File: src/rtl/mic_pkg.sv
// Shared types and defaults for the microphone-to-UART transmit scheduler.
package mic_pkg;

  localparam int MIC_DW = 16;
  localparam logic [MIC_DW-1:0] SYNC_WORD_DEF = 16'hA5A5;
  localparam logic [MIC_DW-1:0] FILL_WORD_DEF = 16'h8000;

  typedef enum logic [2:0] {
    ST_IDLE = 3'd0,
    ST_HDR  = 3'd1,
    ST_RD   = 3'd2,
    ST_LAT  = 3'd3,
    ST_SEND = 3'd4,
    ST_NEXT = 3'd5
`ifdef MIC_TX_SCHED_CKSUM_EN
    ,
    ST_CKS  = 3'd6
`endif
  } state_e;

  // Counter width that stays legal (>=1 bit) for a range of a single value.
  function automatic int cnt_width(input int n);
    return (n > 1) ? $clog2(n) : 1;
  endfunction

endpackage

File: src/rtl/mic_tx_timeout.sv
// Loadable down-counter: start reloads it, expire pulses on the TIMEOUT-th enabled cycle.
module mic_tx_timeout
  import mic_pkg::*;
#(
  parameter int TIMEOUT = 1024
) (
  input  logic clk,
  input  logic rst_n,
  input  logic start,
  input  logic en,
  output logic expire
);

  localparam int CW = cnt_width(TIMEOUT);
  localparam logic [CW-1:0] LOAD = CW'(TIMEOUT - 1);

  logic [CW-1:0] cnt_q;

  // NOTE: sequential state uses non-blocking assignments so every flop samples pre-edge values.
  always_ff @(posedge clk or negedge rst_n) begin
    if (!rst_n) begin
      cnt_q <= '0;
    end else if (start) begin
      cnt_q <= LOAD;
    end else if (en && (cnt_q != '0)) begin
      cnt_q <= cnt_q - 1'b1;
    end
  end

  assign expire = en && (cnt_q == '0);

endmodule

File: src/rtl/mic_tx_sched.sv
// Round-robin framer sharing one UART word transmitter among NUM_CH mic FIFOs.
// Optional per-frame checksum word: define MIC_TX_SCHED_CKSUM_EN.
module mic_tx_sched
  import mic_pkg::*;
#(
  parameter int              NUM_CH            = 2,
  parameter int              DW                = MIC_DW,
  parameter int              SAMPLES_PER_FRAME = 64,
  parameter logic [DW-1:0]   SYNC_WORD         = SYNC_WORD_DEF,
  parameter int              TIMEOUT           = 1024,
  parameter logic [DW-1:0]   FILL_WORD         = FILL_WORD_DEF
) (
  input  logic                 sys_clk,
  input  logic                 sys_rst_n,
  input  logic                 cap_start,
  input  logic                 cap_stop,
  input  logic [NUM_CH-1:0]    ch_empty,
  input  logic [NUM_CH*DW-1:0] ch_data,
  output logic [NUM_CH-1:0]    ch_rd_en,
  output logic [DW-1:0]        tx_data,
  output logic                 tx_valid,
  input  logic                 tx_ready,
  output logic                 cap_active,
  output logic [15:0]          frame_cnt,
  output logic                 underrun
);

  localparam int CHW = cnt_width(NUM_CH);
  localparam int RW  = cnt_width(SAMPLES_PER_FRAME);
  localparam logic [CHW-1:0] LAST_CH  = CHW'(NUM_CH - 1);
  localparam logic [RW-1:0]  LAST_RND = RW'(SAMPLES_PER_FRAME - 1);

  state_e         state_q, state_d;
  logic [CHW-1:0] ch_q, ch_d;
  logic [RW-1:0]  round_q, round_d;
  logic [DW-1:0]  word_q, word_d;
  logic [15:0]    frame_q, frame_d;
  logic           underrun_q, underrun_d;
  logic           stop_q, stop_d;
  logic           tmo_start, tmo_en, tmo_expire;
  logic           frame_done;
  logic [DW-1:0]  ch_word;
`ifdef MIC_TX_SCHED_CKSUM_EN
  logic [DW-1:0]  sum_q, sum_d;
`endif

  assign ch_word = ch_data[int'(ch_q)*DW +: DW];
  assign tmo_en  = (state_q == ST_RD) && ch_empty[ch_q];

  mic_tx_timeout #(
    .TIMEOUT(TIMEOUT)
  ) u_timeout (
    .clk    (sys_clk),
    .rst_n  (sys_rst_n),
    .start  (tmo_start),
    .en     (tmo_en),
    .expire (tmo_expire)
  );

  always_ff @(posedge sys_clk or negedge sys_rst_n) begin
    if (!sys_rst_n) begin
      state_q    <= ST_IDLE;
      ch_q       <= '0;
      round_q    <= '0;
      word_q     <= '0;
      frame_q    <= '0;
      underrun_q <= 1'b0;
      stop_q     <= 1'b0;
`ifdef MIC_TX_SCHED_CKSUM_EN
      sum_q      <= '0;
`endif
    end else begin
      state_q    <= state_d;
      ch_q       <= ch_d;
      round_q    <= round_d;
      word_q     <= word_d;
      frame_q    <= frame_d;
      underrun_q <= underrun_d;
      stop_q     <= stop_d;
`ifdef MIC_TX_SCHED_CKSUM_EN
      sum_q      <= sum_d;
`endif
    end
  end

  // NOTE: every variable gets a default before the case so no latch is inferred.
  always_comb begin
    state_d    = state_q;
    ch_d       = ch_q;
    round_d    = round_q;
    word_d     = word_q;
    frame_d    = frame_q;
    underrun_d = underrun_q;
    stop_d     = stop_q;
    tmo_start  = 1'b0;
    frame_done = 1'b0;
`ifdef MIC_TX_SCHED_CKSUM_EN
    sum_d      = sum_q;
`endif

    // A stop request never truncates a frame; it is only honoured at frame end.
    if ((state_q != ST_IDLE) && cap_stop) stop_d = 1'b1;

    unique case (state_q)
      ST_IDLE: begin
        if (cap_start) begin
          state_d    = ST_HDR;
          underrun_d = 1'b0;
          stop_d     = cap_stop;
        end
      end
      ST_HDR: begin
`ifdef MIC_TX_SCHED_CKSUM_EN
        sum_d = '0;
`endif
        if (tx_ready) begin
          ch_d      = '0;
          round_d   = '0;
          tmo_start = 1'b1;
          state_d   = ST_RD;
        end
      end
      ST_RD: begin
        if (!ch_empty[ch_q]) begin
          state_d = ST_LAT;
        end else if (tmo_expire) begin
          word_d     = FILL_WORD;
          underrun_d = 1'b1;
          state_d    = ST_SEND;
        end
      end
      ST_LAT: begin
        word_d  = ch_word;
        state_d = ST_SEND;
      end
      ST_SEND: begin
        if (tx_ready) begin
`ifdef MIC_TX_SCHED_CKSUM_EN
          sum_d = sum_q + word_q;
`endif
          state_d = ST_NEXT;
        end
      end
      ST_NEXT: begin
        tmo_start = 1'b1;
        state_d   = ST_RD;
        if (ch_q != LAST_CH) begin
          ch_d = ch_q + 1'b1;
        end else begin
          ch_d = '0;
          if (round_q != LAST_RND) begin
            round_d = round_q + 1'b1;
          end else begin
            tmo_start = 1'b0;
`ifdef MIC_TX_SCHED_CKSUM_EN
            state_d = ST_CKS;
`else
            frame_done = 1'b1;
`endif
          end
        end
      end
`ifdef MIC_TX_SCHED_CKSUM_EN
      ST_CKS: begin
        if (tx_ready) frame_done = 1'b1;
      end
`endif
      default: state_d = ST_IDLE;
    endcase

    if (frame_done) begin
      frame_d = frame_q + 16'd1;
      if (stop_q || cap_stop) begin
        state_d = ST_IDLE;
        stop_d  = 1'b0;
      end else begin
        state_d = ST_HDR;
      end
    end
  end

  always_comb begin
    ch_rd_en = '0;
    if ((state_q == ST_RD) && !ch_empty[ch_q]) ch_rd_en[ch_q] = 1'b1;
  end

  always_comb begin
    tx_data  = word_q;
    tx_valid = (state_q == ST_HDR) || (state_q == ST_SEND);
    if (state_q == ST_HDR) tx_data = SYNC_WORD;
`ifdef MIC_TX_SCHED_CKSUM_EN
    if (state_q == ST_CKS) begin
      tx_data  = sum_q;
      tx_valid = 1'b1;
    end
`endif
  end

  assign cap_active = (state_q != ST_IDLE);
  assign frame_cnt  = frame_q;
  assign underrun   = underrun_q;

endmodule

File: config.mk
export PLATFORM = sky130hd
export DESIGN_NAME = mic_tx_sched
export DESIGN_NICKNAME = d
export VERILOG_FILES = /design/src/rtl/mic_pkg.sv /design/src/rtl/mic_tx_timeout.sv /design/src/rtl/mic_tx_sched.sv
export SDC_FILE = /design/constraint.sdc
export NUM_CORES = 1
export LEC_CHECK = 0
export BUFFER_PORTS_ARGS = -buffer_cell sky130_fd_sc_hd__buf_2
export CORE_ASPECT_RATIO = 0.8
export CORE_MARGIN = 2
export CORE_UTILIZATION = 55
export CTS_CLUSTER_SIZE = 25
export DETAILED_ROUTE_END_ITERATION = 10
export GPL_ROUTABILITY_DRIVEN = 1
export PLACE_DENSITY = 0.82
export SLEW_MARGIN = 20
export SYNTH_ARGS = -nofsm -noshare
export SYNTH_HDL_FRONTEND = slang
export SYNTH_HIERARCHICAL = 1
export SYNTH_SLANG_ARGS = --single-unit
File: constraint.sdc
create_clock -name sys_clk -period 5.12 [get_ports sys_clk]
set_input_delay 0.768 -clock sys_clk [delete_from_list [all_inputs] [get_ports sys_clk]]
set_output_delay 0.768 -clock sys_clk [all_outputs]
set_load 0.005 [all_outputs]
* Word-level counts from Yosys, hierarchy flattened
Cells that the tools add are included.
Operators by class: add/subtract/negate cells 4, order comparisons 2, equality and inequality tests 16, shift-type cells 1, multiplexer cells 42, reduce and logical (&&, ||, !) cells 22
Operators with widths (count):
- 16-bit two-way mux | 3
- 16-bit one-hot mux with 2 select lines | 1
- 32-bit by 6-bit indexed part select with 16-bit output | 1
- 1-bit two-way mux | 20
- 10-bit two-way mux | 2
- 3-bit two-way mux | 6
- 6-bit two-way mux | 3
- 3-bit one-hot mux with 6 select lines | 1
- 16-bit by 1-bit adder with 16-bit output (second input constant) | 1
- 6-bit one-hot mux with 2 select lines | 1
- 4-bit AND reduction | 3
- 10-bit zero test | 1
- 2-bit inequality test (second input constant) | 5
- 10-bit nonzero test | 1
- 10-bit by 1-bit subtractor with 10-bit output (second input constant) | 1
- 3-bit inequality test (second input constant) | 3
- 2-bit nonzero test | 4
- 6-bit by 1-bit adder with 6-bit output (second input constant) | 1
- 3-bit by 2-bit equality test with 1-bit output (second input constant) | 2
- 3-bit equality test (second input constant) | 2
- 1-bit logical AND | 6
- 6-bit inequality test (second input constant) | 1
- 1-bit one-hot mux with 2 select lines | 3
- 4-bit inequality test (second input constant) | 1
- 13 further kinds | 14
Storage, ports and cells: register bits 54, input port bits 39, output and inout port bits 37, logic and storage cells 95

* Longest topological paths before layout
Gate-level depths: netlist (run 1).
depth after elaboration 8, depth in mapped cells 9, gate-level depth less buffers 7

* Cells and area by module
The synthesis (run 1) kept the hierarchy.
Modules (own cells, without submodules):
- mic_tx_sched | times used 1, cells an instance 209, area each 2359.8 µm², seq. area each 1101.1 µm²
- mic_tx_timeout | times used 1, cells an instance 65, area each 613.1 µm², seq. area each 250.2 µm²

* Worst setup path after synthesis (run 1)
No wires, ideal clock.
path kind register to register, start point register state_q[1], end point register u_timeout.cnt_q[5], library setup time 0.126 ns, arrival 2.232 ns, required time 4.994 ns, setup slack 2.762 ns, stages on the path, launching flop included 7, path buffers 1, clock period less this slack 2.358 ns, cells stage by stage dfrtp_1 > buf_6 > or3b_1 > nor2_1 > or4b_1 > or3_1 > a221o_1
Between the ends: longest elaborated chain between the ends 4, elaborated cells between the ends (all ways) 8, classes of those cells 3 x eq/ne; 2 x mux; 3 x reduce/logical
RTL lines:
- from (decl) | RTL line mic_tx_sched.sv:33 | state_e state_q, state_d;
- from (signal assigned) | RTL line mic_tx_sched.sv:73 | state_q <= state_d;
- 3-bit by 2-bit equality test with 1-bit output | RTL line mic_tx_sched.sv:48 | assign tmo_en = (state_q == ST_RD) && ch_empty[ch_q];
- 1-bit logical AND | RTL line mic_tx_sched.sv:48
- named net tmo_en | RTL line mic_tx_sched.sv:40 | logic tmo_start, tmo_en, tmo_expire;
- 1-bit logical AND | RTL line mic_tx_timeout.sv:25 | end else if (en && (cnt_q != '0)) begin
- 2-bit nonzero test (no line)
- to (signal assigned) | RTL line mic_tx_timeout.sv:26 | cnt_q <= cnt_q - 1'b1;
- to (decl) | RTL line mic_tx_timeout.sv:17 | logic [CW-1:0] cnt_q;
The timed path passes the listed nets, and every way through them passes these cells. A chain may end at the register's enable or synchronous reset.

* Final worst setup path (run 1)
start point register state_q[0], end point output port tx_data[15]
Between the ends: longest elaborated chain between the ends 2
RTL lines:
- 3-bit by 1-bit equality test with 1-bit output | RTL line mic_tx_sched.sv:190 | if (state_q == ST_HDR) tx_data = SYNC_WORD;
- 16-bit two-way mux | RTL line mic_tx_sched.sv:190
- to (decl) | RTL line mic_tx_sched.sv:20 | output logic [DW-1:0] tx_data,
No other way between the ends.

==> report_table.html, run 1 <==
<table>
<tr><th>Metric</th><th>Value</th></tr>
<tr><th colspan="2">GRT</th></tr>
<tr><td>Number of global-route vias before repair</td><td>roughly 2300</td></tr>
<tr><td>Met1 track utilization from global routing</td><td>between 20 and 30%</td></tr>
<tr><td>Global-route wire length before repair</td><td>approximately 10 mm</td></tr>
<tr><td>Overall overflow remaining after global route</td><td>0</td></tr>
<tr><td>Largest net degree at the start of global routing</td><td>55</td></tr>
<tr><td>Grt met2 use</td><td>between 30% and 40%</td></tr>
<tr><td>Met3 track demand over resource</td><td>between 4 and 5%</td></tr>
<tr><td>Antenna violations before repair</td><td>0</td></tr>
<tr><td>Global-route usage over all layers</td><td>21.46%</td></tr>
<tr><td>GR peak layer</td><td>met2</td></tr>
<tr><th colspan="2">Power</th></tr>
<tr><td>Power per cell area</td><td>between 400 and 500 nW/µm²</td></tr>
<tr><td>Max VDD drop</td><td>0.3169 mV</td></tr>
<tr><td>Static Leakage</td><td>between 0.0015 and 0.002 µW</td></tr>
<tr><th colspan="2">STA</th></tr>
<tr><td>Unrepaired setup endpoints after global routing</td><td>false</td></tr>
<tr><td>Max-slew violation total from the final report</td><td>0</td></tr>
<tr><td>Worst-case headroom to the max-slew limit</td><td>between 30% and 40%</td></tr>
<tr><td>Fin. Hold Viols</td><td>0</td></tr>
<tr><td>Total Negative Setup Slacks</td><td>0 ps</td></tr>
<tr><td>Clk_skew</td><td>~4.8 ps</td></tr>
<tr><td>Fmax</td><td>around 330 MHz</td></tr>
<tr><td>Tmin final</td><td>3030 ps</td></tr>
<tr><td># setup viols final</td><td>0</td></tr>
<tr><td>Part of the cycle the worst path needs</td><td>between 50% and 60%</td></tr>
<tr><td>Pin slew with the least headroom to its limit</td><td>1033 ps</td></tr>
<tr><th colspan="2">Final layout</th></tr>
<tr><td>Fill count</td><td>410</td></tr>
<tr><td>Number of antenna diodes</td><td>0</td></tr>
<tr><td>Post-route insts no fill</td><td>just over 400</td></tr>
<tr><td>Area used by sequential logic in the layout</td><td>~1400 µm²</td></tr>
<tr><td>Post-synthesis to final-layout area growth</td><td>16.37%</td></tr>
<tr><td>Final core utilization</td><td>between 60 and 70%</td></tr>
<tr><td>Net count of the finished layout</td><td>between 300 and 400</td></tr>
<tr><td>Fraction of layout instances using a drive strength above 1</td><td>a little under a third</td></tr>
<tr><td>Area of the multi-input gates</td><td>about 1500 µm²</td></tr>
<tr><th colspan="2">Critical path</th></tr>
<tr><td>Required time of the worst setup path</td><td>approximately 4400 ps</td></tr>
<tr><td>Highest fanout seen on the critical path</td><td>19</td></tr>
<tr><td>Origin of the critical flop-to-flop path</td><td>state_q[0]</td></tr>
<tr><td>Element type at the critical path end</td><td>output port</td></tr>
<tr><td>Arrival time at the worst endpoint</td><td>2260 ps</td></tr>
<tr><td>WS Path Type</td><td>reg -&gt; out</td></tr>
<tr><td>Nature of the critical path startpoint</td><td>flip-flop</td></tr>
<tr><td>Launching instance or port of the critical path</td><td>state_q[0]</td></tr>
<tr><th colspan="2">Synthesis</th></tr>
<tr><td>Register bit count reported by yosys</td><td>54</td></tr>
<tr><td>Net count after synthesis</td><td>~320</td></tr>
<tr><td>Synth unique cells</td><td>60</td></tr>
<tr><td>Cell taking the most area after synthesis</td><td>sky130_fd_sc_hd__dfrtp_1</td></tr>
<tr><td>Asr flop ratio synth</td><td>100.0%</td></tr>
<tr><td>Cell area after synthesis</td><td>2973 µm²</td></tr>
<tr><td>Sequential cell area fraction in the yosys report</td><td>between 40% and 50%</td></tr>
<tr><td>Number of cells produced by synthesis</td><td>between 200 and 300</td></tr>
<tr><td>Number of flops mapped to enable cells by yosys</td><td>0</td></tr>
<tr><td>Area share of the largest cell type after synthesis</td><td>between 40% and 50%</td></tr>
<tr><td>Yosys warning count</td><td>6</td></tr>
<tr><td>Synth Area per Inst</td><td>approximately 11 µm²</td></tr>
<tr><td>Top_reg_cell synth</td><td>sky130_fd_sc_hd__dfrtp_1</td></tr>
<tr><td>Dominant cells by area after synthesis</td><td>sky130_fd_sc_hd__dfrtp_1 45%, sky130_fd_sc_hd__mux2i_1 7.4%, sky130_fd_sc_hd__xnor2_1 4.7%</td></tr>
<tr><th colspan="2">Hold path</th></tr>
<tr><td>Beginning of the worst hold path</td><td>frame_cnt[15]</td></tr>
<tr><td>Type of the worst min-delay path</td><td>reg -&gt; reg</td></tr>
<tr><th colspan="2">Floorplan</th></tr>
<tr><td>Total core area</td><td>~5000 µm²</td></tr>
<tr><td>Boundary pin count</td><td>between 70 and 80</td></tr>
<tr><td>Die Outline Area</td><td>about 6000 µm²</td></tr>
<tr><td>Core Rows</td><td>23</td></tr>
<tr><td>Die Span X</td><td>between 80 and 90 µm</td></tr>
<tr><td>Die outline height</td><td>approximately 70 µm</td></tr>
<tr><td>Initial core utilization</td><td>58.04%</td></tr>
<tr><th colspan="2">Clock network</th></tr>
<tr><td>Clock latency on the worst-skew pair</td><td>around 300 ps</td></tr>
<tr><td>Hold bufs inserted after CTS</td><td>0</td></tr>
<tr><td>CTS Buf Count</td><td>5</td></tr>
<tr><td>Worst-case clock buffer depth</td><td>2</td></tr>
<tr><td>Clock tree from TritonCTS</td><td>done</td></tr>
<tr><td>H-tree levels</td><td>2</td></tr>
<tr><td>Setup Buffers After CTS</td><td>0</td></tr>
<tr><td>Quantity of gates resized following cts</td><td>0</td></tr>
<tr><td>Cell chosen for the clock root</td><td>sky130_fd_sc_hd__clkbuf_8</td></tr>
<tr><td>Clock-pin slew on the worst setup and hold paths</td><td>about 100 ps</td></tr>
<tr><td>Number of clock sinks seen by CTS</td><td>54</td></tr>
<tr><th colspan="2">Flow run</th></tr>
<tr><td>Max-cap check violation count</td><td>0</td></tr>
<tr><th colspan="2">Place</th></tr>
<tr><td>Port buffer count</td><td>between 70 and 80</td></tr>
<tr><td>Final Wtd Congestion</td><td>0.8154</td></tr>
<tr><td>Half-perimeter wire length of the detailed placement result</td><td>~4.6 mm</td></tr>
<tr><td>Placed instance count</td><td>around 400</td></tr>
<tr><th colspan="2">Route</th></tr>
<tr><td>DRC viols</td><td>0</td></tr>
<tr><td>Average via count per standard cell</td><td>around 5.8</td></tr>
<tr><td>Iteration count of the initial detailed-routing pass</td><td>5</td></tr>
<tr><td>Final WL</td><td>~6.3 mm</td></tr>
<tr><td>First-iteration detailed-routing DRC count</td><td>roughly 160</td></tr>
<tr><td>Antenna-violating nets left</td><td>0</td></tr>
<tr><td>Routed vias</td><td>about 2400</td></tr>
<tr><td>Average detailed-routed wire length per instance</td><td>about 15 µm</td></tr>
<tr><th colspan="2">Status</th></tr>
<tr><td>Outcome</td><td>finished, final reports clean</td></tr>
</table>
## sequential cells by signal, indices dropped and copies added (netlist names)
signal / count
frame_cnt: 16
word_q: 16
u_timeout/cnt_q: 10
round_q: 6
state_q: 3
ch_q: 1
stop_q: 1
underrun: 1
## power by group
group          internal, µW  switching (µW)
Sequential              517             128
Combinational           302             268
Clock                   146             139
Total                   966             536
## metal layers
| metal | routed length, µm | vias to the layer above |
|---|---|---|
| met2 | 2987 | 67 |
| met4 | 75 | 0 |
| met1 | 2921 | 1135 |
| li1 | - | 1150 |
| met3 | 308 | 10 |
| met5 | 0 | - |
## worst paths after layout
path	end	slack [ps]	cells after the start
worst max-delay path	tx_data[15]	2090	3
worst min-delay path	frame_cnt[15]	470	1
worst max register to register	word_q[14]	2280	7
worst min register to register	frame_cnt[15]	470	1
max in group asynchronous	ch_q	4080	2
min in group asynchronous	frame_cnt[14]	570	2
## cells by family after synthesis
group / count (synthesis) / share of synthesized area (%)
flip-flops: 54 / 45.45
AO/OA/AOI/OAI: 51 / 14.06
multiplexers: 25 / 8.670
AND/OR/NAND/NOR: 105 / 21.76
buffers and inverters: 18 / 3.493
XOR/XNOR: 18 / 5.303
adder cells (fa/ha/maj): 3 / 1.263
## metrics by stage
stage | power (µW) | setup slack, ps | instance area, µm² | hold WS (ps)
2_1_floorplan | 1046 | 2762 | 2973 | 448.6
3_3_place_gp | 1206 | 2184 | 3348 | 457.4
3_5_place_dp | 1226 | 2051 | 3348 | 466.4
4_1_cts | 1510 | 2037 | 3458 | 484.6
5_1_grt | 1603 | 1916 | 3460 | 501.8
6_report | 1501 | 2090 | 3460 | 473.1
## cells in the mapped netlist (5+ instances only)
cell                        instances
sky130_fd_sc_hd__nand2_1           21
sky130_fd_sc_hd__xnor2_1           16
sky130_fd_sc_hd__o21ai_0            6
sky130_fd_sc_hd__mux2i_1           22
sky130_fd_sc_hd__nand4_1            5
sky130_fd_sc_hd__nor3_1             6
sky130_fd_sc_hd__nand3_1            9
sky130_fd_sc_hd__or2_2              9
sky130_fd_sc_hd__clkbuf_1           5
sky130_fd_sc_hd__dfrtp_1           54
sky130_fd_sc_hd__nor2_1            12
sky130_fd_sc_hd__o2bb2ai_1         15
sky130_fd_sc_hd__nor2b_1           13
sky130_fd_sc_hd__a21oi_1            7
sky130_fd_sc_hd__inv_1              5
## cells in the final DEF, fill, tap and decap left out, drive strengths merged, types with 9 or more instances in the layout
cell type	synthesis	final
dfrtp	54	54
or2	9	9
xnor2	16	16
nand3	10	10
nor2	12	12
nand2	21	21
mux2i	22	22
nor2b	13	13
buf	8	76
o2bb2ai	15	15
## final cells by class
| cell class | instances | area share (%) |
|---|---|---|
| Tap cell | 62 | 2.242 |
| Sequential cell | 54 | 39.10 |
| Timing Repair Buffer | 76 | 11.07 |
| Clock buffer | 6 | 2.098 |
| Clock inverter | 2 | 1.085 |
| Inverter | 5 | 0.5425 |
| Multi-Input combinational cell | 202 | 43.87 |
## worst max-delay path, stage by stage (launching register included)
cell and delay [ps]:
sky130_fd_sc_hd__dfrtp_1 670, sky130_fd_sc_hd__nor3b_2 920, sky130_fd_sc_hd__or2_2 250, sky130_fd_sc_hd__buf_2 110
No activity file was read; power rests on OpenSTA's default activity.
==> inputs of run 2 (changes only) <==
- CORE_UTILIZATION: 55 -> 48
- PLACE_DENSITY: 0.82 -> 0.76
- clock period: 5.12 -> 2.6 ns (I/O delays scaled with it)
==> run 2 against run 1 <==
Worst setup slack got worse by 1700 ps. Register-to-register slack got worse by 1900 ps. Global-route usage fell by 2.5 points. First-iteration DRC count fell by 29%. Clock-buffer cell count fell by 1. Core utilization fell by 7.8 points. Cell area rose by 2.6%. Final cell count rose by 7.1%. Largest power group is now combinational cells.
==> report_table.html, run 2 (same netlist as run 1, synthesis figures left out) <==
<table>
<tr><th>Metric</th><th>Value</th></tr>
<tr><th colspan="2">Status</th></tr>
<tr><td>Outcome</td><td>finished, final reports clean</td></tr>
<tr><th colspan="2">Critical path</th></tr>
<tr><td>Launching instance or port of the critical path</td><td>state_q[2]</td></tr>
<tr><td>Slowest cell on the critical path</td><td>sky130_fd_sc_hd__or4b_1</td></tr>
<tr><td>Element type at the critical path end</td><td>flip-flop</td></tr>
<tr><td>Required time of the worst setup path</td><td>2800 ps (-1550 ps)</td></tr>
<tr><td>Origin of the critical flop-to-flop path</td><td>state_q[2]</td></tr>
<tr><td>Cell Chain, Critical Path</td><td>or3b_1 &gt; nor2_1 &gt; or4b_1 &gt; or3_1 &gt; a221o_1</td></tr>
<tr><td>Flop2flop setup slack</td><td>370 ps (-1910 ps)</td></tr>
<tr><td>Reg2reg path depth</td><td>5 (-2)</td></tr>
<tr><td>Nature of the critical path startpoint</td><td>flip-flop</td></tr>
<tr><td>WS Path Type</td><td>reg -&gt; reg</td></tr>
<tr><td>Highest fanout seen on the critical path</td><td>5 (-14)</td></tr>
<tr><td>Arrival time at the worst endpoint</td><td>2440 ps (+180 ps)</td></tr>
<tr><td>End point of the critical path</td><td>u_timeout/cnt_q[5]</td></tr>
<tr><td>Stage delay of the slowest cell on the critical path</td><td>510 ps (-410 ps)</td></tr>
<tr><td>End of the worst register-to-register path</td><td>u_timeout/cnt_q[5]</td></tr>
<tr><th colspan="2">GRT</th></tr>
<tr><td>Global-route wire length before repair</td><td>10.45 mm (+0.26%)</td></tr>
<tr><td>Largest net degree at the start of global routing</td><td>29 (-47%)</td></tr>
<tr><td>Global-route usage over all layers</td><td>19.00% (-2.5 points)</td></tr>
<tr><td>Antenna violations before repair</td><td>0 (unchanged)</td></tr>
<tr><td>Overall overflow remaining after global route</td><td>0 (unchanged)</td></tr>
<tr><td>Number of global-route vias before repair</td><td>2235 (-1.7%)</td></tr>
<tr><th colspan="2">Route</th></tr>
<tr><td>Antenna-violating nets left</td><td>0 (unchanged)</td></tr>
<tr><td>First-iteration detailed-routing DRC count</td><td>115 (-29%)</td></tr>
<tr><td>Average via count per standard cell</td><td>5.475 (-5.7%)</td></tr>
<tr><td>Iteration count of the initial detailed-routing pass</td><td>4 (-1)</td></tr>
<tr><td>Routed vias</td><td>2387 (+1.1%)</td></tr>
<tr><td>DRC viols</td><td>0 (unchanged)</td></tr>
<tr><td>Final WL</td><td>6.295 mm (about the same)</td></tr>
<tr><td>Average detailed-routed wire length per instance</td><td>14.44 µm (-6.6%)</td></tr>
<tr><th colspan="2">Power</th></tr>
<tr><td>Post-layout total power</td><td>2955 µW (+97%)</td></tr>
<tr><td>Max VDD drop</td><td>0.5962 mV (+88%)</td></tr>
<tr><td>Power per cell area</td><td>832.4 nW/µm² (+92%)</td></tr>
<tr><td>Static Leakage</td><td>0.001653 µW (+3.0%)</td></tr>
<tr><th colspan="2">Place</th></tr>
<tr><td>Port buffer count</td><td>75 (unchanged)</td></tr>
<tr><td>Placed instance count</td><td>428 (+7.3%)</td></tr>
<tr><td>Final Wtd Congestion</td><td>0.8350 (+2.4%)</td></tr>
<tr><td>Half-perimeter wire length of the detailed placement result</td><td>4.576 mm (about the same)</td></tr>
<tr><td>DP Area</td><td>3460 µm² (+3.3%)</td></tr>
<tr><th colspan="2">Floorplan</th></tr>
<tr><td>Initial core utilization</td><td>50.02% (-8.0 points)</td></tr>
<tr><td>Die Outline Area</td><td>6843 µm² (+14%)</td></tr>
<tr><td>Die outline height</td><td>74.39 µm (+6.6%)</td></tr>
<tr><td>Boundary pin count</td><td>76 (unchanged)</td></tr>
<tr><td>Core Rows</td><td>25 (+8.7%)</td></tr>
<tr><td>Total core area</td><td>5943 µm² (+16%)</td></tr>
<tr><td>Die Span X</td><td>91.99 µm (+6.7%)</td></tr>
<tr><th colspan="2">STA</th></tr>
<tr><td>Clk_skew</td><td>8.210 ps (+3.424 ps)</td></tr>
<tr><td>Fin. Hold Viols</td><td>0 (unchanged)</td></tr>
<tr><td>Max-slew violation total from the final report</td><td>0 (unchanged)</td></tr>
<tr><td># setup viols final</td><td>0 (unchanged)</td></tr>
<tr><td>Pin slew with the least headroom to its limit</td><td>644.3 ps (-389.0 ps)</td></tr>
<tr><td>Unrepaired setup endpoints after global routing</td><td>false</td></tr>
<tr><td>Worst-case headroom to the max-slew limit</td><td>57.04% (+26 points)</td></tr>
<tr><td>Tmin final</td><td>roughly 2200 ps</td></tr>
<tr><td>Total Negative Setup Slacks</td><td>0 ps (unchanged)</td></tr>
<tr><td>Fmax</td><td>approximately 450 MHz</td></tr>
<tr><td>Part of the cycle the worst path needs</td><td>roughly 86%</td></tr>
<tr><th colspan="2">Final layout</th></tr>
<tr><td>Fraction of layout instances using a drive strength above 1</td><td>32.96% (+1.9 points)</td></tr>
<tr><td>Area used by sequential logic in the layout</td><td>1351 µm² (about the same)</td></tr>
<tr><td>Post-synthesis to final-layout area growth</td><td>19.40%</td></tr>
<tr><td>Net count of the finished layout</td><td>396 (+2.6%)</td></tr>
<tr><td>Most common library cell in the layout ignoring fill and taps</td><td>sky130_fd_sc_hd__buf_2</td></tr>
<tr><td>Number of antenna diodes</td><td>0 (unchanged)</td></tr>
<tr><td>Fill count</td><td>519 (+27%)</td></tr>
<tr><td>Area of the multi-input gates</td><td>1518 µm² (unchanged)</td></tr>
<tr><td>Post-route cell area</td><td>3550 µm² (+2.6%)</td></tr>
<tr><td>Commonest cells after routing, fill and taps aside</td><td>75 x sky130_fd_sc_hd__buf_2, 54 x sky130_fd_sc_hd__dfrtp_1, 22 x sky130_fd_sc_hd__mux2i_1, 21 x sky130_fd_sc_hd__nand2_1, 16 x sky130_fd_sc_hd__xnor2_1</td></tr>
<tr><td>Post-route insts no fill</td><td>436 (+7.1%)</td></tr>
<tr><th colspan="2">Flow run</th></tr>
<tr><td>Max-cap check violation count</td><td>0 (unchanged)</td></tr>
<tr><th colspan="2">Clock network</th></tr>
<tr><td>Worst-case clock buffer depth</td><td>2 (unchanged)</td></tr>
<tr><td>Clock latency on the worst-skew pair</td><td>310 ps (about the same)</td></tr>
<tr><td>CTS Buf Count</td><td>5 (unchanged)</td></tr>
<tr><td>Setup Buffers After CTS</td><td>0 (unchanged)</td></tr>
<tr><td>Number of clock sinks seen by CTS</td><td>54 (unchanged)</td></tr>
<tr><td>Quantity of gates resized following cts</td><td>0 (unchanged)</td></tr>
<tr><td>Clock-pin slew on the worst setup and hold paths</td><td>100 ps (about the same)</td></tr>
<tr><td>Clock tree from TritonCTS</td><td>done</td></tr>
<tr><td>Hold bufs inserted after CTS</td><td>0 (unchanged)</td></tr>
<tr><td>H-tree levels</td><td>2 (unchanged)</td></tr>
<tr><td>Cell chosen for the clock root</td><td>sky130_fd_sc_hd__clkbuf_8</td></tr>
<tr><th colspan="2">Hold path</th></tr>
<tr><td>Type of the worst min-delay path</td><td>in -&gt; async</td></tr>
</table>
## run 2: cell count changes in the layout (fill, tap and decap cells not counted)
cell                        change
sky130_fd_sc_hd__clkinv_4       +1
sky130_fd_sc_hd__dfrtp_1        +1
sky130_fd_sc_hd__clkbuf_1       -1
sky130_fd_sc_hd__dfrtp_2        -1
sky130_fd_sc_hd__bufinv_16      -1
sky130_fd_sc_hd__buf_12         +1
sky130_fd_sc_hd__clkinv_2       +1
sky130_fd_sc_hd__buf_4          +9
## run 2: per-layer routing
layer / vias to the layer above / wire (µm) / global-route usage [%]
met3: 5 / 304 / 3.850
met5: - / 0 / 0
met4: 0 / 46 / 4.643
met1: 1140 / 3081 / 26.81
li1: 1173 / - / -
met2: 69 / 2863 / 30.64
## run 2: how the worst min path moves through the flow
stage	endpoint	cells after the start
finish	word_q[9]	1
floorplan	ch_q	0
global route	word_q[8]	1
global placement	word_q[8]	1
CTS	word_q[9]	1
detailed placement	word_q[9]	1
## run 2: cell type report
cell class / instances / area share, %
clock buffers: 5 / 1.939
clock inverters: 3 / 0.5992
inverters: 5 / 0.5287
multi-input cells: 202 / 42.76
flip-flops and latches: 54 / 38.07
well taps: 81 / 2.855
repair buffers: 86 / 13.25
## run 2: stage by stage
stage	hold WS [ps]	worst slack [ps]	util (%)
after floorplan	94.41	241.8	-
after global placement	444.0	420.6	58.21
after detailed placement	451.5	376.0	58.21
after CTS	112.5	363.1	59.73
after global routing	136.0	239.2	59.73
final	90.14	366.3	59.73
## run 2: critical path: cells and delay by family (launching register included)
kind	cells	cell delay, ps
DFF	1	390
AOI/OAI and AO/OA	1	290
and+or+nand+nor	4	1460
## run 2: report_power, final
group          switching [µW]  internal, µW  total, µW
Sequential                105          1020       1120
Clock                     286           190        476
Combinational             691           663       1350
==> inputs of run 3 (changes only) <==
- PLACE_DENSITY: 0.76 -> unset
- PLACE_DENSITY_LB_ADDON: unset -> 0.12
==> run 3 against run 2 <==
Sequential power is essentially flat. Wire length shrank 0.65%. Critical endpoint is now word_q[1]. Final cell count is 0.23% lower. Sequential cell count is the same. Global-route usage is essentially flat. Critical path depth increased by 3.
==> report_table.html, run 3 (same netlist as run 1, synthesis figures left out) <==
<table>
<tr><th>Metric</th><th>Value</th></tr>
<tr><th colspan="2">Critical path</th></tr>
<tr><td>CP delay by family, top</td><td>simple AND/OR/NAND/NOR gates</td></tr>
<tr><td>Element type at the critical path end</td><td>flip-flop</td></tr>
<tr><td>Cell Chain, Critical Path</td><td>or3b_1 &gt; nor2_1 &gt; buf_4 &gt; nand3b_1 &gt; nor2_1 &gt; and4b_4 &gt; a21oi_4 &gt; o2bb2ai_1</td></tr>
<tr><td>WS Path Type</td><td>reg -&gt; reg</td></tr>
<tr><td>Slowest cell on the critical path</td><td>sky130_fd_sc_hd__or3b_1</td></tr>
<tr><td>Highest fanout seen on the critical path</td><td>17 (+12)</td></tr>
<tr><td>Buffers &amp; Inverters on Critical Path</td><td>1 (+1)</td></tr>
<tr><td>Stage delay of the slowest cell on the critical path</td><td>450 ps (-60 ps)</td></tr>
<tr><td>Arrival time at the worst endpoint</td><td>2570 ps (+130 ps)</td></tr>
<tr><td>Cell with the most instances on the worst path</td><td>sky130_fd_sc_hd__nor2_1</td></tr>
<tr><td>Required time of the worst setup path</td><td>2790 ps (about the same)</td></tr>
<tr><td>Nature of the critical path startpoint</td><td>flip-flop</td></tr>
<tr><th colspan="2">STA</th></tr>
<tr><td># setup viols final</td><td>0 (unchanged)</td></tr>
<tr><td>Pin slew with the least headroom to its limit</td><td>495.8 ps (-148.6 ps)</td></tr>
<tr><td>Fin. Hold Viols</td><td>0 (unchanged)</td></tr>
<tr><td>Tmin final</td><td>2371 ps (+137.3 ps)</td></tr>
<tr><td>Part of the cycle the worst path needs</td><td>91.19% (+5.3 points)</td></tr>
<tr><td>Worst Hold Margin</td><td>61.14 ps (-28.99 ps)</td></tr>
<tr><td>Total Negative Setup Slacks</td><td>0 ps (unchanged)</td></tr>
<tr><td>Fmax</td><td>421.8 MHz (-5.8%)</td></tr>
<tr><td>Clk_skew</td><td>6.060 ps (-2.150 ps)</td></tr>
<tr><td>Max-slew violation total from the final report</td><td>0 (unchanged)</td></tr>
<tr><td>Unrepaired setup endpoints after global routing</td><td>false</td></tr>
<tr><td>Worst-case headroom to the max-slew limit</td><td>66.48% (+9.4 points)</td></tr>
<tr><th colspan="2">Clock network</th></tr>
<tr><td>CTS Buf Count</td><td>5 (unchanged)</td></tr>
<tr><td>Clock tree from TritonCTS</td><td>done</td></tr>
<tr><td>Clock latency on the worst-skew pair</td><td>310 ps (about the same)</td></tr>
<tr><td>Number of clock sinks seen by CTS</td><td>54 (unchanged)</td></tr>
<tr><td>H-tree levels</td><td>2 (unchanged)</td></tr>
<tr><td>Quantity of gates resized following cts</td><td>0 (unchanged)</td></tr>
<tr><td>Setup Buffers After CTS</td><td>0 (unchanged)</td></tr>
<tr><td>Clock-pin slew on the worst setup and hold paths</td><td>100 ps (about the same)</td></tr>
<tr><td>Worst-case clock buffer depth</td><td>2 (unchanged)</td></tr>
<tr><td>Hold bufs inserted after CTS</td><td>0 (unchanged)</td></tr>
<tr><td>Cell chosen for the clock root</td><td>sky130_fd_sc_hd__clkbuf_8</td></tr>
<tr><th colspan="2">Place</th></tr>
<tr><td>Half-perimeter wire length of the detailed placement result</td><td>4.491 mm (-1.9%)</td></tr>
<tr><td>Final Wtd Congestion</td><td>0.8314 (-0.43%)</td></tr>
<tr><td>Port buffer count</td><td>75 (unchanged)</td></tr>
<tr><th colspan="2">Power</th></tr>
<tr><td>Portion of total power attributed to the clock network</td><td>21.6% (+5.5 points)</td></tr>
<tr><td>Share of total power in sequential cells</td><td>35.6% (-2.5 points)</td></tr>
<tr><td>Static Leakage</td><td>0.001676 µW (+1.4%)</td></tr>
<tr><td>Max VDD drop</td><td>0.5542 mV (-7.1%)</td></tr>
<tr><td>Cell internal power dissipation</td><td>2094 µW (+12%)</td></tr>
<tr><td>Power per cell area</td><td>877.6 nW/µm² (+5.4%)</td></tr>
<tr><td>Switching part of the total</td><td>33.61% (-3.0 points)</td></tr>
<tr><td>Switching component of the power</td><td>1060 µW (-2.0%)</td></tr>
<tr><td>Fraction of power consumed by combinational cells</td><td>42.7% (-3.1 points)</td></tr>
<tr><th colspan="2">GRT</th></tr>
<tr><td>Global-route usage over all layers</td><td>18.96% (-0.036 points)</td></tr>
<tr><td>Antenna violations before repair</td><td>0 (unchanged)</td></tr>
<tr><td>Global-route wire length before repair</td><td>10.38 mm (-0.59%)</td></tr>
<tr><td>Largest net degree at the start of global routing</td><td>55 (+90%)</td></tr>
<tr><td>Overall overflow remaining after global route</td><td>0 (unchanged)</td></tr>
<tr><td>Number of global-route vias before repair</td><td>2224 (-0.49%)</td></tr>
<tr><th colspan="2">Floorplan</th></tr>
<tr><td>Core Rows</td><td>25 (unchanged)</td></tr>
<tr><td>Die Span X</td><td>91.99 µm (unchanged)</td></tr>
<tr><td>Total core area</td><td>5943 µm² (unchanged)</td></tr>
<tr><td>Initial core utilization</td><td>50.02% (unchanged)</td></tr>
<tr><td>Die outline height</td><td>74.39 µm (unchanged)</td></tr>
<tr><td>Die Outline Area</td><td>6843 µm² (unchanged)</td></tr>
<tr><td>Boundary pin count</td><td>76 (unchanged)</td></tr>
<tr><th colspan="2">Final layout</th></tr>
<tr><td>Fraction of layout instances using a drive strength above 1</td><td>32.77% (-0.19 points)</td></tr>
<tr><td>Number of antenna diodes</td><td>0 (unchanged)</td></tr>
<tr><td>Most common library cell in the layout ignoring fill and taps</td><td>sky130_fd_sc_hd__buf_2</td></tr>
<tr><td>Net count of the finished layout</td><td>395 (-0.25%)</td></tr>
<tr><td>Area of the multi-input gates</td><td>1518 µm² (unchanged)</td></tr>
<tr><td>Final core utilization</td><td>60.48% (+0.76 points)</td></tr>
<tr><td>Fill count</td><td>515 (-0.77%)</td></tr>
<tr><td>Area used by sequential logic in the layout</td><td>1351 µm² (unchanged)</td></tr>
<tr><td>Commonest cells after routing, fill and taps aside</td><td>75 x sky130_fd_sc_hd__buf_2, 54 x sky130_fd_sc_hd__dfrtp_1, 22 x sky130_fd_sc_hd__mux2i_1, 21 x sky130_fd_sc_hd__nand2_1, 16 x sky130_fd_sc_hd__xnor2_1</td></tr>
<tr><td>Post-synthesis to final-layout area growth</td><td>20.92%</td></tr>
<tr><th colspan="2">Route</th></tr>
<tr><td>First-iteration detailed-routing DRC count</td><td>104 (-9.6%)</td></tr>
<tr><td>Average detailed-routed wire length per instance</td><td>14.38 µm (-0.42%)</td></tr>
<tr><td>Antenna-violating nets left</td><td>0 (unchanged)</td></tr>
<tr><td>Routed vias</td><td>2364 (-0.96%)</td></tr>
<tr><td>Final WL</td><td>6.254 mm (-0.65%)</td></tr>
<tr><td>DRC viols</td><td>0 (unchanged)</td></tr>
<tr><td>Average via count per standard cell</td><td>5.434 (-0.74%)</td></tr>
<tr><td>Iteration count of the initial detailed-routing pass</td><td>4 (unchanged)</td></tr>
<tr><th colspan="2">Status</th></tr>
<tr><td>Outcome</td><td>finished, final reports clean</td></tr>
<tr><th colspan="2">Flow run</th></tr>
<tr><td>Max-cap check violation count</td><td>0 (unchanged)</td></tr>
<tr><th colspan="2">Hold path</th></tr>
<tr><td>Type of the worst min-delay path</td><td>in -&gt; async</td></tr>
</table>
run 3: changes by cell type in the layout (fill, tap and decap cells not counted):
cell,change
sky130_fd_sc_hd__clkinvlp_4,-1
sky130_fd_sc_hd__buf_4,-1
sky130_fd_sc_hd__clkinv_4,-1
sky130_fd_sc_hd__clkinv_2,-1
sky130_fd_sc_hd__clkbuf_8,+1
sky130_fd_sc_hd__bufinv_16,+2
run 3: power by group through the flow:
stage	clock network [µW]	registers, µW	logic, µW
3_3_place_gp	0	1140	1330
6_report	682	1120	1350
4_1_cts	697	1120	1360
5_1_grt	724	1150	1490
3_5_place_dp	0	1130	1360
2_1_floorplan	0	1120	944
run 3: worst register-to-register path, cell delays in order, from the launching register on:
cell and delay (ps):
sky130_fd_sc_hd__dfrtp_1 390, sky130_fd_sc_hd__or3b_1 450, sky130_fd_sc_hd__nor2_1 160, sky130_fd_sc_hd__buf_4 170, sky130_fd_sc_hd__nand3b_1 240, sky130_fd_sc_hd__nor2_1 300
sky130_fd_sc_hd__and4b_4 300, sky130_fd_sc_hd__a21oi_4 90, sky130_fd_sc_hd__o2bb2ai_1 170
run 3: final timing paths:
check | cells after the start | startpoint | end | slack (ps)
max in group asynchronous | 2 | sys_rst_n | frame_cnt[2] | 2290
min in group sys_clk | 2 | tx_ready | round_q[3] | 340
setup / recovery | 8 | state_q[2] | word_q[1] | 230
hold reg to reg | 1 | frame_cnt[15] | frame_cnt[15] | 470
setup reg to reg | 8 | state_q[2] | word_q[1] | 230
hold / removal | 2 | sys_rst_n | u_timeout/cnt_q[5] | 60
run 3: area by class of cell:
cell class,count,share of cell area (%)
clock buffers,6,2.297
clock inverters,2,1.671
inverters,5,0.5221
multi-input cells,202,42.22
flip-flops and latches,54,37.59
well taps,81,2.819
repair buffers,85,12.88
run 3: stage by stage:
step           total power (µW)  worst slack (ps)  cell area [µm²]  std cells
2_1_floorplan              2060             241.8             2973        274
3_3_place_gp               2469             396.8             3452        427
5_1_grt                    3356             73.19             3595        435
6_report                   3155             229.0             3595        435
4_1_cts                    3183             241.7             3595        435
3_5_place_dp               2493             262.0             3452        427
run 3: per-layer routing:
metal	part of all wire [%]	wire, µm	track usage (%)
met5	0	0	0
met4	1.6	102	6.136
met3	4.9	306	3.647
met2	46	2866	31.13
met1	48	2978	25.87
